**config.mk**
```make
export PLATFORM = sky130hd
export DESIGN_NAME = type_decode_stage
export DESIGN_NICKNAME = d
export VERILOG_FILES = /design/src/rtl/riscv_decode_pkg.sv /design/src/rtl/opcode_class_decode.sv /design/src/rtl/type_decode_stage.sv
export SDC_FILE = /design/constraint.sdc
export NUM_CORES = 1
export LEC_CHECK = 0
export ABC_AREA = 1
export CAP_MARGIN = 20
export CORE_ASPECT_RATIO = 1.2
export CORE_MARGIN = 2
export CORE_UTILIZATION = 30
export CTS_CLUSTER_DIAMETER = 120
export DETAILED_ROUTE_END_ITERATION = 10
export HOLD_SLACK_MARGIN = 0.12
export PLACE_DENSITY = 0.53
export SLEW_MARGIN = 40
export SYNTH_ARGS = -nofsm -noshare
export SYNTH_HDL_FRONTEND = slang
export SYNTH_SLANG_ARGS = --single-unit
export TNS_END_PERCENT = 30
```
**constraint.sdc**
```tcl
create_clock -name clk_i -period 1.9 [get_ports clk_i]
set_input_delay 0.19 -clock clk_i [delete_from_list [all_inputs] [get_ports clk_i]]
set_output_delay 0.19 -clock clk_i [all_outputs]
set_load 0.005 [all_outputs]
```
**src/rtl/riscv_decode_pkg.sv**
```systemverilog
// Shared decode definitions: RV32I major opcodes, instruction-class flags,
// the decoded entry held by the skid buffer, and the buffer occupancy states.
package riscv_decode_pkg;

    localparam logic [6:0] OPC_R      = 7'b0110011;
    localparam logic [6:0] OPC_I      = 7'b0010011;
    localparam logic [6:0] OPC_LOAD   = 7'b0000011;
    localparam logic [6:0] OPC_STORE  = 7'b0100011;
    localparam logic [6:0] OPC_BRANCH = 7'b1100011;
    localparam logic [6:0] OPC_JALR   = 7'b1100111;
    localparam logic [6:0] OPC_JAL    = 7'b1101111;
    localparam logic [6:0] OPC_LUI    = 7'b0110111;

    typedef struct packed {
        logic r_type;
        logic i_type;
        logic store;
        logic branch;
        logic load;
        logic jalr;
        logic jal;
        logic lui;
        logic illegal;
    } instr_class_t;

    // The PC is kept outside this struct so its width can stay a module parameter.
    typedef struct packed {
        logic [31:0]  instr;
        instr_class_t cls;
        logic [4:0]   rd;
        logic [4:0]   rs1;
        logic [4:0]   rs2;
        logic [2:0]   funct3;
        logic [6:0]   funct7;
    } decoded_entry_t;

    localparam int ENTRY_W = $bits(decoded_entry_t);

    typedef enum logic [1:0] {
        ST_EMPTY = 2'd0,
        ST_ONE   = 2'd1,
        ST_FULL  = 2'd2
    } skid_state_t;

    function automatic logic is_32bit_encoding(input logic [31:0] instr);
        return instr[1:0] == 2'b11;
    endfunction

endpackage

```
**src/rtl/opcode_class_decode.sv**
```systemverilog
// Purely combinational instruction-class decode and register/funct field
// extraction, producing one packed decoded entry per instruction word.
module opcode_class_decode
    import riscv_decode_pkg::*;
(
    input  logic [31:0]        i_instr,
    output logic [ENTRY_W-1:0] o_entry
);

    instr_class_t   w_cls;
    decoded_entry_t w_entry;

    always_comb begin
        w_cls = '0;
        if (!is_32bit_encoding(i_instr)) begin
            w_cls.illegal = 1'b1;
        end else begin
            case (i_instr[6:0])
                OPC_R:      w_cls.r_type  = 1'b1;
                OPC_I:      w_cls.i_type  = 1'b1;
                OPC_LOAD:   w_cls.load    = 1'b1;
                OPC_STORE:  w_cls.store   = 1'b1;
                OPC_BRANCH: w_cls.branch  = 1'b1;
                OPC_JALR:   w_cls.jalr    = 1'b1;
                OPC_JAL:    w_cls.jal     = 1'b1;
                OPC_LUI:    w_cls.lui     = 1'b1;
                default:    w_cls.illegal = 1'b1;
            endcase
        end
    end

    // Fields are sliced for every class; consumers ignore the ones they do not use.
    always_comb begin
        w_entry        = '0;
        w_entry.instr  = i_instr;
        w_entry.cls    = w_cls;
        w_entry.rd     = i_instr[11:7];
        w_entry.rs1    = i_instr[19:15];
        w_entry.rs2    = i_instr[24:20];
        w_entry.funct3 = i_instr[14:12];
        w_entry.funct7 = i_instr[31:25];
    end

    assign o_entry = w_entry;

endmodule

```
**src/rtl/type_decode_stage.sv**
```systemverilog
// Decode stage: classifies each fetched instruction, then holds decoded entries
// in a 2-deep skid buffer with a registered upstream ready.
module type_decode_stage
    import riscv_decode_pkg::*;
#(
    parameter int PC_W = 32
) (
    input  logic            clk_i,
    input  logic            rst_ni,
    input  logic            flush_i,

    input  logic            in_valid_i,
    output logic            in_ready_o,
    input  logic [31:0]     in_instr_i,
    input  logic [PC_W-1:0] in_pc_i,

    output logic            out_valid_o,
    input  logic            out_ready_i,
    output logic [31:0]     out_instr_o,
    output logic [PC_W-1:0] out_pc_o,

    output logic            r_type_o,
    output logic            i_type_o,
    output logic            store_o,
    output logic            branch_o,
    output logic            load_o,
    output logic            jalr_o,
    output logic            jal_o,
    output logic            lui_o,
    output logic            illegal_o,
    output logic [4:0]      rd_o,
    output logic [4:0]      rs1_o,
    output logic [4:0]      rs2_o,
    output logic [2:0]      funct3_o,
    output logic [6:0]      funct7_o,

    output logic [1:0]      dbg_state_o
);

    // Handshake: a beat moves on a rising edge where valid and ready are both 1;
    // valid never waits on ready, and ready here is a register (low while FULL).

    skid_state_t          r_state;
    skid_state_t          w_state_nxt;
    logic                 r_in_ready;
    decoded_entry_t       r_ent0;
    decoded_entry_t       r_ent1;
    logic [PC_W-1:0]      r_pc0;
    logic [PC_W-1:0]      r_pc1;

    logic [ENTRY_W-1:0]   w_dec_bits;
    decoded_entry_t       w_dec;
    logic                 w_out_valid;
    logic                 w_push;
    logic                 w_pop;
    decoded_entry_t       w_out;
    logic [PC_W-1:0]      w_out_pc;

    opcode_class_decode u_decode (
        .i_instr (in_instr_i),
        .o_entry (w_dec_bits)
    );

    assign w_dec       = decoded_entry_t'(w_dec_bits);
    assign w_out_valid = (r_state != ST_EMPTY);
    assign w_push      = in_valid_i & r_in_ready & ~flush_i;
    assign w_pop       = w_out_valid & out_ready_i;

    always_ff @(posedge clk_i or negedge rst_ni) begin
        if (!rst_ni) begin
            r_state    <= ST_EMPTY;
            r_in_ready <= 1'b0;
        end else begin
            r_state    <= w_state_nxt;
            r_in_ready <= (w_state_nxt != ST_FULL);
        end
    end

    always_comb begin
        w_state_nxt = r_state;
        if (flush_i) begin
            w_state_nxt = ST_EMPTY;
        end else begin
            case (r_state)
                ST_EMPTY: if (w_push) w_state_nxt = ST_ONE;
                ST_ONE: begin
                    if (w_push && !w_pop)      w_state_nxt = ST_FULL;
                    else if (w_pop && !w_push) w_state_nxt = ST_EMPTY;
                end
                ST_FULL:  if (w_pop) w_state_nxt = ST_ONE;
                default:  w_state_nxt = ST_EMPTY;
            endcase
        end
    end

    // Slot 0 is always the oldest entry; slot 1 only fills behind it and
    // shifts forward when slot 0 drains.
    always_ff @(posedge clk_i or negedge rst_ni) begin
        if (!rst_ni) begin
            r_ent0 <= '0;
            r_ent1 <= '0;
            r_pc0  <= '0;
            r_pc1  <= '0;
        end else if (!flush_i) begin
            case (r_state)
                ST_EMPTY: begin
                    if (w_push) begin
                        r_ent0 <= w_dec;
                        r_pc0  <= in_pc_i;
                    end
                end
                ST_ONE: begin
                    if (w_push && w_pop) begin
                        r_ent0 <= w_dec;
                        r_pc0  <= in_pc_i;
                    end else if (w_push) begin
                        r_ent1 <= w_dec;
                        r_pc1  <= in_pc_i;
                    end
                end
                ST_FULL: begin
                    if (w_pop) begin
                        r_ent0 <= r_ent1;
                        r_pc0  <= r_pc1;
                    end
                end
                default: ;
            endcase
        end
    end

    always_comb begin
        w_out    = '0;
        w_out_pc = '0;
        if (w_out_valid) begin
            w_out    = r_ent0;
            w_out_pc = r_pc0;
        end
    end

    assign in_ready_o  = r_in_ready;
    assign out_valid_o = w_out_valid;
    assign out_instr_o = w_out.instr;
    assign out_pc_o    = w_out_pc;
    assign r_type_o    = w_out.cls.r_type;
    assign i_type_o    = w_out.cls.i_type;
    assign store_o     = w_out.cls.store;
    assign branch_o    = w_out.cls.branch;
    assign load_o      = w_out.cls.load;
    assign jalr_o      = w_out.cls.jalr;
    assign jal_o       = w_out.cls.jal;
    assign lui_o       = w_out.cls.lui;
    assign illegal_o   = w_out.cls.illegal;
    assign rd_o        = w_out.rd;
    assign rs1_o       = w_out.rs1;
    assign rs2_o       = w_out.rs2;
    assign funct3_o    = w_out.funct3;
    assign funct7_o    = w_out.funct7;
    assign dbg_state_o = r_state;

endmodule
```
After elaboration in Yosys (flattened, before gate mapping)
Index checks and enable logic that the tools add are counted.

Bits in registers: 199. Input bits: 69. Output and inout port bits: 102. Word-level logic and storage cells: 92.

Eq/ne operators: 15. Mux-type cells: 27. Bitwise operators: 5. Reduce and logical (&&, ||, !) cells: 11.

Operators by type and width (number): 66-bit 2-to-1 mux (4); 66-bit one-hot mux with 3 select lines (1); 32-bit 2-to-1 mux (4); 32-bit one-hot mux with 3 select lines (1); 7-bit by 6-bit == test with 1-bit output (second input constant) (3); 7-bit == test (second input constant) (3); 1-bit 2-to-1 mux (10); 2-bit 2-to-1 mux (5); 8-bit 2-to-1 mux (1); 2-bit inequality test (second input constant) (4); 8-bit OR reduction (1); 7-bit by 2-bit == test with 1-bit output (second input constant) (1); 7-bit by 5-bit == test with 1-bit output (second input constant) (1); 2-bit one-hot mux with 3 select lines (1); 5-bit AND reduction (1); 2-bit == test (second input constant) (2); 4-bit AND reduction (1); 1-bit AND (3); 1-bit logical AND (3); 3-bit nonzero test (1); 2-bit by 1-bit == test with 1-bit output (second input constant) (1); 1-bit logical NOT (2); 2-bit logical NOT (1); 1-bit NOT (2); 2-bit nonzero test (1).

Logic depth before layout (Yosys ltp)
Gate-level depths: netlist of the first run.

Depth after elaboration: 9. Mapped depth: 9. Mapped depth without buffers: 9.

Cells and area by module
A second synthesis of the first run with hierarchy kept.

Cells, all modules: 1487. Area, all modules: 10517.6 um^2.

By module, submodules not included: type_decode_stage (times used 1, cells an instance 1400, area each 9935.8 um^2, seq. area each 4979.8 um^2); opcode_class_decode (times used 1, cells an instance 87, area each 581.8 um^2, seq. area each 0.0 um^2).

Worst setup path after synthesis of the first run
No wires, ideal clock.

Path kind: flip-flop to output port. Start point: register r_state[0], in the netlist dbg_state_o[0]. End point: output out_instr_o[12]. Arrival: 1281 ps. Data required time: 1710 ps. Path slack: 429 ps. Cell stages (with the launch flop): 7. Buffers on the path: 2. Cells stage by stage: dfrtp_1 > inv_1 > nand2_2 > inv_2 > clkbuf_1 > nor2_1 > buf_4.

Word-level cells in the longest chain between the ends: 2.

RTL lines: start, declared (line type_decode_stage.sv:43) `skid_state_t r_state;`; start signal, assigned (line type_decode_stage.sv:74) `r_state <= w_state_nxt;`; 2-bit nonzero test (line type_decode_stage.sv:65) `assign w_out_valid = (r_state != ST_EMPTY);`; via out_valid_o (line type_decode_stage.sv:17) `output logic out_valid_o,`; 66-bit 2-to-1 mux (line type_decode_stage.sv:135) `if (w_out_valid) begin`; end, declared (line type_decode_stage.sv:19) `output logic [31:0] out_instr_o,`.

The timed path passes the listed nets, and every way through them passes these cells.

Worst setup path in the final report of the first run
Start point: register r_state[1], in the netlist dbg_state_o[1]. End point: output funct3_o[0].

Word-level cells in the longest chain between the ends: 2.

RTL lines: 2-bit nonzero test (line type_decode_stage.sv:65); 66-bit 2-to-1 mux (line type_decode_stage.sv:135); end, declared (line type_decode_stage.sv:34) `output logic [2:0] funct3_o,`.

Every way passes these cells.

==> results.json, run 1 <==
{
  "hold_viol_final": 0,
  "clock_latency_ns": 0.43,
  "synthCells": 935,
  "drc_errors": 0,
  "hp-class": "input port to asynchronous set/reset pin",
  "die_h_um": 175,
  "crit_family": "buffers and inverters",
  "rows": 62,
  "core-area_mm2": 0.0240,
  "setup_viol": 1,
  "p_per_area_mw_per_mm2": 917,
  "ys_types": 25,
  "ys_seq_area_frac": 0.508,
  "worstPathArrival_ns": 1.83,
  "die_x_um": 147,
  "syn_area_per_cell_um2": 7.84,
  "grt_setup_unrepaired": "true",
  "overflow": 0,
  "n_antenna_cell": 0,
  "final_layout_size_suffix_gt1_frac": 0.114,
  "synth_edf_count": 0,
  "yosysTopAreaCell": "dfrtp_1",
  "setup_ws_ns": -0.117,
  "max_cap_viol_count": 0,
  "report.power.total_w": 0.00917,
  "leakage_nw": 5.16,
  "grt_max_degree": 49,
  "async_reset_ff_frac": 1.00,
  "r2r_start": "dbg_state_o[1]",
  "cts.sinks": 149,
  "die_area_mm2": 0.0257,
  "htree_levels": 4,
  "synthSimpleGateAreaFrac": 0.177,
  "crit_path_start_kind": "flip-flop",
  "syn-cell-area_mm2": 0.00733,
  "yosys_register_bits": 149,
  "ys_top_cells_by_count": "nand2_1, dfrtp_1, inv_1, o21ai_0, nor2_1",
  "wl_mm": 18.4,
  "synth_top_family_by_area": "simple AND/OR/NAND/NOR gates",
  "start_util": 0.306,
  "ir_worst_vdd_mv": 0.646,
  "io_pins": 171,
  "cts_tree": "done",
  "grt_pass1_wl_mm": 30.2,
  "synthAdderAreaFrac": 0,
  "first_global_vias": 5841,
  "instances_no_fill": 1411,
  "hpwl_mm": 12.1,
  "tightestPinTransition_ns": 0.616,
  "clock_skew_ns": 0.00839,
  "gp_congestion": 0.745,
  "ant_nets": 0,
  "period_needed_ns": 2.02,
  "multiInputGateArea_mm2": 0.00260,
  "cp_num_buf_inv": 4,
  "yosysMostFrequentCell": "nand2_1",
  "relSlewSlack": 0.589,
  "final_area_mm2": 0.0100,
  "viasPerCell": 4.35,
  "fillCellCount": 2462,
  "crit_required_ns": 1.71,
  "dr.pass1.iters": 5,
  "syn_nets": 1004,
  "path_cells": "inv_2 -> nand2_4 -> inv_8 -> buf_12 -> nor2_1 -> clkdlybuf4s50_1",
  "synth_top_area_share": 0.508,
  "antenna_found_initial": 0,
  "vias": 6138,
  "ys.flop_type": "dfrtp_1",
  "drtIter0Drc": 304,
  "end_kind": "output pin",
  "violations": "negative setup slack",
  "worstPathMaxFanout": 16,
  "met1_length_mm": 8.56,
  "final_nets": 1147,
  "portBuffers": 170,
  "routedWlPerCell_um": 13.0,
  "synthMuxAreaShare": 0,
  "drv_slew": 0,
  "clockRootBuffer": "clkbuf_16",
  "cts_buffers": 17,
  "place_inst": 1372,
  "cp_slowest_cell": "clkdlybuf4s50_1",
  "clkTransAtPathRegs_ns": 0.07,
  "crit_start": "dbg_state_o[1]",
  "setup_tns_ns": -0.117,
  "synth-compound-area-share": 0.170,
  "dpl_cell_area_mm2": 0.00929,
  "seqCellArea_mm2": 0.00373,
  "track_usage": 0.149,
  "clockBufferDepth": 2,
  "wl_met2_mm": 8.60,
  "status": "finished, violations left",
  "fmax_mhz": 496,
  "ys_warn_count": 0,
  "period_share": 1.06,
  "syn_to_final_growth_pct": 36.3,
  "yosys.area_share.xor_xnor": 0,
  "top_layer": "met4",
  "crit_type": "flip-flop to output pin",
  "wl_met3_um": 918,
  "cp_slowest_stage_delay_ns": 0.51,
  "ys_top_cells_by_area": "dfrtp_1, nand2_1, o21ai_0, inv_1, nor2_1"
}
## kinds of logic (layout without fill, tap and decap cells)
logic type      Yosys count  count (layout)
compound gates          219             219
simple gates            336             336
flops                   149             149
buf+inv                 231             387
## timing repair
action                     CTS  global route
pin swaps                    1             0
gates cloned                 3             0
hold buffers                 1             0
resized for setup          107            16
setup endpoints to repair   98            14
buffers inserted             2             1
hold endpoints to repair    84             0
## area by class of cell
type | instances | share of cell area
Inverter | 154 | 0.0588
Clock buffer | 18 | 0.0429
Tap cell | 320 | 0.0400
Timing Repair Buffer | 201 | 0.207
Clock inverter | 14 | 0.0178
Multi-Input combinational cell | 555 | 0.260
Sequential cell | 149 | 0.373
## registers in the layout (all words and copies together), names as in the netlist
signal       flops
dbg_state_o      2
in_ready_o       1
r_ent0          41
r_ent1          41
r_pc0           32
r_pc1           32
## worst paths after layout
check                              endpoint  slack, ns  depth (start not counted)
worst max-delay path            funct3_o[0]      -0.12                          6
worst min-delay path             r_ent0[35]       0.27                          2
worst max register to register     r_pc0[5]       0.20                         10
worst min register to register   r_ent1[43]       0.48                          2
max in group asynchronous        r_ent0[40]       1.01                          3
min in group clk_i                r_pc1[11]       0.33                          3
## per-stage QoR
stage | util | setup WS [ns] | hold slack [ns]
4_1_cts | 0.415 | -0.146 | 0.284
6_report | 0.417 | -0.117 | 0.273
5_1_grt | 0.417 | -0.186 | 0.293
3_3_place_gp | 0.388 | 0.178 | 0.168
2_1_floorplan | - | 0.429 | -0.106
3_5_place_dp | 0.388 | 0.151 | 0.170
## layer usage
layer | vias to the layer above | track usage
met5 | - | 0
met4 | 0 | 0.0546
met3 | 20 | 0.0327
met2 | 128 | 0.237
met1 | 2843 | 0.200
li1 | 3147 | -
## report_power, final
group          leakage, nW  total [W]  switching [W]  internal, W
clock                0.283    0.00348        0.00141      0.00208
combinational         3.01    0.00161       0.000876     0.000735
sequential            1.87    0.00407       0.000233      0.00384
total                 5.16    0.00917        0.00252      0.00665
## cells in the final DEF (no fill, tap or decap), drive strengths merged
master,count
bufinv,3
clkdlybuf4s50,72
dlygate4sd2,85
buf,31
nor2,88
a21oi,2
dlymetal6s2s,12
clkinvlp,4
dfrtp,149
a22oi,1
o21ai,215
nand4,2
clkbuf,18
dlygate4sd3,1
inv,156
nor3,3
clkinv,5
nand3,8
a211oi,1
nand2,235
No activity file was read; power rests on OpenSTA's default activity.
==> inputs of run 2 (changes only) <==
--- a/config.mk
+++ b/config.mk
@@ -14,6 +14,7 @@
 export DETAILED_ROUTE_END_ITERATION = 10
 export HOLD_SLACK_MARGIN = 0.12
 export PLACE_DENSITY = 0.53
+export SETUP_SLACK_MARGIN = 0.2
 export SLEW_MARGIN = 40
 export SYNTH_ARGS = -nofsm -noshare
 export SYNTH_HDL_FRONTEND = slang
==> run 2 against run 1 <==
Net effect:
- the flow now finishes without violations
- sequential share of layout area shrank 0.99 points
- final cell count grew 1.4%
- via count up 2.2%
- power rose by 2.4%
- setup slack gained 0.17 ns
- first-iteration DRC count decreased by 6.9%
- routed wire length grew 6.0%
- sequential power barely moved
- register-to-register slack got worse by 0.07 ns
- utilization up 1.1 points
- combinational power up 14%
- clock skew grew 0.00072 ns
- critical endpoint is now funct7_o[4]
==> results.json, run 2 (synthesis gave the netlist of run 1 again) <==
{
  "clock_skew_ns": 0.00911,
  "cts_buffers": 17,
  "start_util": 0.306,
  "portBuffers": 170,
  "pre_cts_ws_ns": 0.151,
  "crit_type": "flip-flop to output pin",
  "hp-class": "input port to asynchronous set/reset pin",
  "grt_max_degree": 49,
  "grt_pass1_wl_mm": 31.4,
  "setup_ws_ns": 0.0512,
  "clkTransAtPathRegs_ns": 0.06,
  "rows": 62,
  "drc_errors": 0,
  "period_share": 0.973,
  "p_per_area_mw_per_mm2": 914,
  "hpwl_mm": 12.1,
  "dr.pass1.iters": 5,
  "grt_setup_unrepaired": "true",
  "cp_slowest_cell": "dfrtp_1",
  "final_common_cell": "nand2_1",
  "final_area_mm2": 0.0103,
  "largestRegisters": "r_ent0 (41), r_ent1 (41)",
  "multiInputGateArea_mm2": 0.00288,
  "gp_congestion": 0.745,
  "crit_required_ns": 1.71,
  "first_global_vias": 5957,
  "viasPerCell": 4.38,
  "final_cell_mix": "nand2_1, dfrtp_1, inv_1",
  "relSlewSlack": 0.698,
  "wl_mm": 19.5,
  "cts.sinks": 149,
  "drv_slew": 0,
  "hold_viol_final": 0,
  "die_h_um": 175,
  "antenna_found_initial": 0,
  "io_pins": 171,
  "r2r_cells": 10,
  "overflow": 0,
  "die_x_um": 147,
  "routedWlPerCell_um": 13.6,
  "cp_slowest_stage_delay_ns": 0.40,
  "r2r_start": "dbg_state_o[1]",
  "final_nets": 1167,
  "die_area_mm2": 0.0257,
  "max_cap_viol_count": 0,
  "drtIter0Drc": 283,
  "dpl_cell_area_mm2": 0.00929,
  "clockRootBuffer": "clkbuf_16",
  "final_layout_size_suffix_gt1_frac": 0.253,
  "track_usage": 0.156,
  "fmax_mhz": 541,
  "fillCellCount": 2449,
  "seqCellArea_mm2": 0.00373,
  "worstPathMaxFanout": 8,
  "end_kind": "output pin",
  "status": "completed",
  "n_antenna_cell": 0,
  "path_cells": "inv_2 -> nand2_4 -> inv_12 -> buf_6 -> buf_12 -> buf_16 -> nor2_4 -> buf_2",
  "report.power.total_w": 0.00939,
  "cts_tree": "done",
  "ir_worst_vdd_mv": 0.633,
  "core-area_mm2": 0.0240,
  "period_needed_ns": 1.85,
  "ant_nets": 0,
  "r2r-end": "r_ent0[47]",
  "leakage_nw": 5.02,
  "tightestPinTransition_ns": 0.453,
  "syn_to_final_growth_pct": 40.1,
  "vias": 6273,
  "ff2ff_setup_slack_ns": 0.13,
  "crit_path_start_kind": "flip-flop",
  "worstPathArrival_ns": 1.66,
  "final_core_util": 0.429,
  "clock_latency_ns": 0.42,
  "setup_viol": 0,
  "setup_tns_ns": 0,
  "clockBufferDepth": 2,
  "htree_levels": 4
}
run 2: cell types whose count changed in the layout (fill, tap and decap cells not counted), sizes merged:
cell / change
clkdlybuf4s50: -3
dlygate4sd2: -85
buf: +66
dlymetal6s2s: -10
clkbuf: +52
inv: -1
clkinv: +1
run 2: worst max-delay path by stage:
stage	to	depth (start not counted)	start
5_1_grt	load_o	8	dbg_state_o[1]
4_1_cts	i_type_o	8	dbg_state_o[1]
2_1_floorplan	out_instr_o[12]	6	dbg_state_o[0]
6_report	funct7_o[4]	8	dbg_state_o[1]
3_5_place_dp	r_pc0[10]	8	out_ready_i
3_3_place_gp	r_pc0[10]	8	out_ready_i
run 2: area by class of cell:
type,instances,area share
sequential,149,0.363
multi-input combinational,555,0.280
clock inverter,14,0.0173
inverter,154,0.0585
timing repair buffer,221,0.200
tap,320,0.0390
clock buffer,18,0.0418
run 2: metal layers:
metal | global-route usage | part of all wire | up-vias
li1 | - | - | 3198
met1 | 0.212 | 0.47 | 2925
met2 | 0.247 | 0.47 | 130
met3 | 0.0353 | 0.043 | 20
met4 | 0.0526 | 0.016 | 0
met5 | 0 | 0 | -
run 2: timing repair:
action / 4_1_cts / 5_1_grt
cloned: 7 / 1
pin swaps: 1 / 18
hold buffers: 1 / 0
gates resized for setup: 272 / 193
endpoints found under the setup margin: 101 / 167
buffers inserted: 14 / 4
hold endpoints to repair: 84 / 0
run 2: stage by stage:
| stage | hold WS, ns | instances |
|---|---|---|
| floorplan | -0.106 | 935 |
| global placement | 0.168 | 1372 |
| CTS | 0.284 | 1426 |
| detailed placement | 0.170 | 1372 |
| finish | 0.280 | 1431 |
| global route | 0.291 | 1431 |
run 2: report_power, final:
group	switching [W]	internal [W]	total (W)	leakage (nW)
Combinational	0.00101	0.000815	0.00183	2.87
Clock	0.00140	0.00208	0.00348	0.283
Sequential	0.000234	0.00384	0.00408	1.87
run 2: worst max-delay path, delay by kind of cell, from the launching register on:
family,cells,cell delay (ns)
buffers and inverters,6,0.71
AND/OR/NAND/NOR,2,0.12
flip-flops,1,0.40
